$ cat config.mk
export PLATFORM = sky130hd
export DESIGN_NAME = glitch_filter_scheduler
export DESIGN_NICKNAME = d
export VERILOG_FILES = /design/src/rtl/glitch_filt_pkg.sv /design/src/rtl/sample_prescaler.sv /design/src/rtl/glitch_filter_scheduler.sv
export SDC_FILE = /design/constraint.sdc
export NUM_CORES = 1
export LEC_CHECK = 0
export ABC_AREA = 1
export CAP_MARGIN = 10
export CORE_ASPECT_RATIO = 1.1
export CORE_UTILIZATION = 30
export DETAILED_ROUTE_END_ITERATION = 10
export GPL_TIMING_DRIVEN = 0
export PLACE_DENSITY = 0.51
export SYNTH_ARGS = -nofsm -noshare
export SYNTH_HDL_FRONTEND = slang
export SYNTH_HIERARCHICAL = 1
export SYNTH_SLANG_ARGS = --single-unit
export TNS_END_PERCENT = 100
$ cat constraint.sdc
create_clock -name clk -period 2.9 [get_ports clk]
set_input_delay 0.725 -clock clk [delete_from_list [all_inputs] [get_ports clk]]
set_output_delay 0.725 -clock clk [all_outputs]
set_load 0.01 [all_outputs]
$ cat src/rtl/glitch_filt_pkg.sv
// Purpose: shared types and constants for the time-multiplexed glitch filter.
// Latency: n/a (declarations only).
// Backpressure: n/a.
package glitch_filt_pkg;

   // Scheduler states: 2-bit encoding, IDLE is the reset state
   typedef enum logic [1:0] {
      IDLE = 2'd0,
      WAIT = 2'd1,
      EVAL = 2'd2,
      EMIT = 2'd3
   } state_t;

   // Default number of consecutive agreeing samples before a level is accepted
   localparam int THRESH_DEF = 3;

   // Round-robin successor of a channel index, wrapping n-1 -> 0
   function automatic int unsigned next_idx(input int unsigned cur, input int unsigned n);
      return (cur >= n - 1) ? 0 : cur + 1;
   endfunction

endpackage

$ cat src/rtl/sample_prescaler.sv
// Purpose: divides clk down to a one-cycle sample tick every DIV cycles while enabled.
// Latency: first tick DIV cycles after en rises; counter held at 0 while en is low.
// Backpressure: none; ticks are fire-and-forget, the consumer must latch them.
module sample_prescaler #(
   parameter int DIV = 8
) (
   input  logic clk,
   input  logic rst,
   input  logic en,
   output logic tick
);

   localparam int PW = (DIV > 1) ? $clog2(DIV) : 1;
   localparam logic [PW-1:0] LAST = PW'(DIV - 1);

   logic [PW-1:0] count;

   // Free-running divide counter, parked at zero whenever the scheduler is disabled
   always_ff @(posedge clk) begin
      if (rst || !en) begin
         count <= '0;
      end else if (count == LAST) begin
         count <= '0;
      end else begin
         count <= count + PW'(1);
      end
   end

   // Tick is the terminal count itself, so DIV=1 yields a tick on every enabled cycle
   assign tick = en && (count == LAST);

endmodule

$ cat src/rtl/glitch_filter_scheduler.sv
// Purpose: one shared glitch-eliminator datapath visited round-robin across N_CH inputs.
// Latency: 2 sync cycles + thr visits of the channel (N_CH ticks apart) + 1 to filt.
// Backpressure: evt_ready low holds EMIT and freezes the scheduler; ticks meanwhile set overrun.
module glitch_filter_scheduler
   import glitch_filt_pkg::*;
#(
   parameter int N_CH  = 4,
   parameter int CH_W  = 2,
   parameter int CNT_W = 4,
   parameter int DIV   = 8
) (
   input  logic              clk,
   input  logic              rst,
   input  logic              en,
   input  logic [N_CH-1:0]   din,
   input  logic [CNT_W-1:0]  cfg_thresh,
   output logic [N_CH-1:0]   filt,
   output logic              evt_valid,
   input  logic              evt_ready,
   output logic [CH_W-1:0]   evt_ch,
   output logic              evt_level,
   output logic              overrun
);

   logic [N_CH-1:0]  sync1;
   logic [N_CH-1:0]  sync2;
   logic             tick;
   logic             tick_pend;
   logic             consume;
   state_t           state;
   logic [CH_W-1:0]  ch_sel;
   logic [CH_W-1:0]  ch_next;
   logic [CNT_W-1:0] cnt [N_CH];

   logic             s_cur;
   logic             f_cur;
   logic [CNT_W-1:0] cnt_cur;
   logic [CNT_W:0]   cnt_inc;
   logic [CNT_W-1:0] thr;
   logic [CNT_W:0]   thr_ext;

   sample_prescaler #(
      .DIV (DIV)
   ) u_prescaler (
      .clk  (clk),
      .rst  (rst),
      .en   (en),
      .tick (tick)
   );

   // Two-flop synchroniser; the datapath only ever looks at sync2
   always_ff @(posedge clk) begin
      if (rst) begin
         sync1 <= '0;
         sync2 <= '0;
      end else begin
         sync1 <= din;
         sync2 <= sync1;
      end
   end

   // The EVAL cycle is the only consumer of a pending tick
   assign consume = (state == EVAL);

   // Latch ticks until EVAL takes them; a tick landing on a still-pending one is lost
   always_ff @(posedge clk) begin
      if (rst) begin
         tick_pend <= 1'b0;
         overrun   <= 1'b0;
      end else if (tick) begin
         // A tick coinciding with EVAL replaces the one being consumed, so it is not a drop
         if (tick_pend && !consume) begin
            overrun <= 1'b1;
         end
         tick_pend <= 1'b1;
      end else if (consume) begin
         tick_pend <= 1'b0;
      end
   end

   // Shared datapath operands for the currently selected channel
   assign s_cur   = sync2[ch_sel];
   assign f_cur   = filt[ch_sel];
   assign cnt_cur = cnt[ch_sel];
   assign cnt_inc = {1'b0, cnt_cur} + (CNT_W+1)'(1);
   assign thr     = (cfg_thresh == '0) ? CNT_W'(1) : cfg_thresh;
   assign thr_ext = {1'b0, thr};
   assign ch_next = CH_W'(next_idx(int'(ch_sel), N_CH));

   // Scheduler FSM: owns the per-channel arrays, the channel pointer and the event register
   always_ff @(posedge clk) begin
      if (rst) begin
         state     <= IDLE;
         ch_sel    <= '0;
         filt      <= '0;
         evt_valid <= 1'b0;
         evt_ch    <= '0;
         evt_level <= 1'b0;
         for (int i = 0; i < N_CH; i++) begin
            cnt[i] <= '0;
         end
      end else begin
         case (state)
            IDLE: begin
               if (en) begin
                  state <= WAIT;
               end
            end
            WAIT: begin
               if (!en) begin
                  state <= IDLE;
               end else if (tick_pend) begin
                  state <= EVAL;
               end
            end
            EVAL: begin
               if (s_cur == f_cur) begin
                  // Sample agrees with the accepted level: any partial run is abandoned
                  cnt[ch_sel] <= '0;
                  ch_sel      <= ch_next;
                  state       <= WAIT;
               end else if (cnt_inc < thr_ext) begin
                  // Still short of the threshold; cnt_inc < thr so the increment cannot wrap
                  cnt[ch_sel] <= cnt_inc[CNT_W-1:0];
                  ch_sel      <= ch_next;
                  state       <= WAIT;
               end else begin
                  // Run long enough: commit the level now, the event reports it afterwards
                  filt[ch_sel] <= s_cur;
                  cnt[ch_sel]  <= '0;
                  evt_ch       <= ch_sel;
                  evt_level    <= s_cur;
                  evt_valid    <= 1'b1;
                  state        <= EMIT;
               end
            end
            EMIT: begin
               // Channel pointer only advances once the consumer has taken the event
               if (evt_ready) begin
                  evt_valid <= 1'b0;
                  ch_sel    <= ch_next;
                  state     <= en ? WAIT : IDLE;
               end
            end
            default: begin
               state <= IDLE;
            end
         endcase
      end
   end

endmodule

==> impl_metrics.csv <==
group,metric,value,unit
sta,finalCritPeriodShare,0.910,
clock_tree,numCtsBuffers,5,
yosys,synth_top_area_cell,"dfxtp_1",
cells_and_area,layout-drive-gt1-share,0.116,
floorplan,start_util,0.315,
placement,io_buffers,20,
grt,antenna_found_initial,0,
yosys,yosys.area_share.simple,0.314,
grt,grt_pass1_wl,6830,um
yosys,yosysUniqueCellTypes,28,
critical_path,criticalPathCategory,"flip-flop to flip-flop",
grt,grt_overflow,0,
detailed_routing,avgViaCountPerCell,4.34,
clock_tree,clock-sinks,43,
yosys,synth_top_family_by_area,"simple AND/OR/NAND/NOR gates",
floorplan,io_pins,21,
sta,worst_pin_slew,683,ps
yosys,synth-edff-count,16,
yosys,yosys.area_share.xor_xnor,0.00830,
yosys,synth-seq-cells,43,
placement,finalWeightedCongestion,0.745,
clock_tree,path_clk_slew,90,ps
sta,fmax,0.379,GHz
pwr,ir_worst_vdd,0.253,mV
cells_and_area,syn2layout_area_growth,20.0,%
critical_path,r2r_cells,20,
sta,setup_tns,0,ps
grt,grt_pass1_vias,1506,
grt,grtUsageTotal,0.121,
sta,hold_slack,404,ps
sta,finalMaxSlewViolations,0,
cells_and_area,fin_nets,314,
yosys,synth_area_per_cell,8.00,um^2
yosys,synth_compound_area_frac,0.0290,
yosys,ys_warn_count,6,
worst_hold_path,min-delay-start,"sync1[1]",
cells_and_area,final_common_cell,"nand2_1",
yosys,ys_async_sr_fraction,0,
sta,final-setup-viol-count,0,
detailed_routing,drc,0,
critical_path,rrSetupSlack,260,ps
cells_and_area,final_cell_mix,"nand2_1 (58), nor2_1 (42), inv_1 (41)",
sta,hold_viol,0,
critical_path,crit_path_end_kind,"flip-flop",
cells_and_area,diodes,0,
clock_tree,cts_tree,"yes",
status,outcome,"finished, final reports clean",
worst_hold_path,min_to,"sync2[1]",
sta,relSlewSlack,0.541,
placement,preCtsSetupSlack,234,ps
pwr,p_leak,1.14,nW
yosys,syn-num-nets,286,
clock_tree,cts_hold_buf,0,
yosys,yosysSeqAreaShare,0.484,
detailed_routing,detail-route-antenna-nets,0,
detailed_routing,dr.pass1.iters,4,
yosys,synth_area_leaders,"dfxtp_1 (26%), edfxtp_1 (23%), nand2_1 (10%), nor2_1 (7.6%), inv_1 (7.3%)",
cells_and_area,fillers,726,
floorplan,die_area,7380,um^2
sta,min_period,2640,ps
clock_tree,h-tree-depth,2,
yosys,synthMuxAreaShare,0,
placement,place_hpwl,3030,um
critical_path,cp.required,3060,ps
cells_and_area,finish.utilization,0.378,
yosys,synth-main-ff-cell,"dfxtp_1",
clock_tree,root_buffer,"clkbuf_8",
floorplan,core_area,6710,um^2
sta,clock_skew,8.60,ps
detailed_routing,wl,4020,um
worst_hold_path,worstHoldPathCells,2,
clock_tree,clockBufferDepth,2,
worst_hold_path,hp-class,"flip-flop to flip-flop",
detailed_routing,vias,1627,
critical_path,reg2reg_to,"cnt[0][3]",
grt,grt_max_degree,14,
floorplan,std_cell_rows,31,
yosys,synthAdderAreaFrac,0.0593,
critical_path,path_max_fanout,10,
floorplan,die_w,82.0,um
sta,layout_setup_ws,261,ps
detailed_routing,detail_route.iter0.violations,52,
detailed_routing,avgRoutedWirePerCell,10.7,um
clock_tree,clk_latency,300,ps
floorplan,die_y,90.0,um
critical_path,start_kind,"flip-flop",
sta,rsz0062_at_grt,"false",
critical_path,crit_arrival,2800,ps
yosys,yosys.area.top_type_share,0.256,
yosys,netlist_instances,264,
pwr,power.density,537,nW/um^2
run,max-cap-violations,0,
yosys,syn-cell-area,2110,um^2
[synth_stat cells (all sizes together) (2+ instances only)]
cell    count
inv        46
nor2       46
buf         5
o21ai       3
nand2      66
xnor2       2
dfxtp      27
ha         10
nor3        3
nand4       5
edfxtp     16
a21oi       5
nand3      25
[where the power goes]
group	internal, mW	total (mW)	switching [mW]
combinational	0.0920	0.238	0.146
sequential	0.649	0.664	0.0145
clock	0.252	0.459	0.206
total	0.993	1.36	0.367
[sequential cells by signal, indices dropped and copies added (netlist names), named ones only]
register,count
tick_pend,1
cnt,16
evt_valid,1
ch_sel,2
sync2,4
filt,4
sync1,4
state,2
evt_level,1
u_prescaler/count,3
evt_ch,2
overrun,1
[worst max-delay path, stage by stage, from the launching register on]
cell and delay [ps]:
dfxtp_1 330, buf_6 140, inv_4 60, nand2_1 60
nand3_1 110, nand2_2 120, inv_1 40, ha_1 180
inv_1 60, nand2_1 50, nand2_1 50, inv_1 70
ha_1 310, a21oi_1 140, nand2_1 70, nand2_1 60
nand2_2 80, buf_4 200, nor2_8 150, nand2_2 100
nor2_1 110
[area by class of cell]
class	instances	area, um^2	area share
flip-flops and latches	43	1020	0.403
multi-input cells	169	871	0.344
repair buffers	21	208	0.0820
inverters	46	178	0.0701
well taps	82	103	0.0405
clock buffers	5	68.8	0.0272
plain buffers	6	46.3	0.0183
clock inverters	3	38.8	0.0153
[worst max-delay path by stage]
stage,slack (ps),startpoint,end,cells after the start
floorplan,580,flip-flop,cnt[1][3],20
global placement,290,flip-flop,cnt[1][3],20
detailed placement,230,flip-flop,cnt[1][3],20
CTS,210,flip-flop,cnt[1][3],20
global route,1,flip-flop,cnt[0][3],20
finish,260,flip-flop,cnt[0][3],20
[routing by layer]
layer,up-vias,global-route usage,part of all wire,routed length (um)
met5,-,0,0,0
met4,0,0.0351,0.013,51
met2,22,0.204,0.49,1960
met1,723,0.147,0.46,1860
met3,6,0.0325,0.037,147
li1,876,-,-,-
[cells by family after synthesis]
group / count (synthesis)
flip-flops: 43
adder cells (fa/ha/maj): 10
buffers and inverters: 52
AND/OR/NAND/NOR: 146
XOR/XNOR: 2
AO/OA/AOI/OAI: 11
[through the flow]
step                      instance area (um^2)  power, mW  cells
after floorplan                           2110      0.850    264
after global placement                    2410      0.912    366
after detailed placement                  2410      0.915    366
after CTS                                 2520       1.38    374
after global routing                      2530       1.43    375
final                                     2530       1.36    375
[repair_timing]
item / 4_1_cts / 5_1_grt
buffers inserted: 0 / 1
endpoints found under the setup margin: 0 / 8
resized for setup: 0 / 2
(Power assumes the default switching activity.)
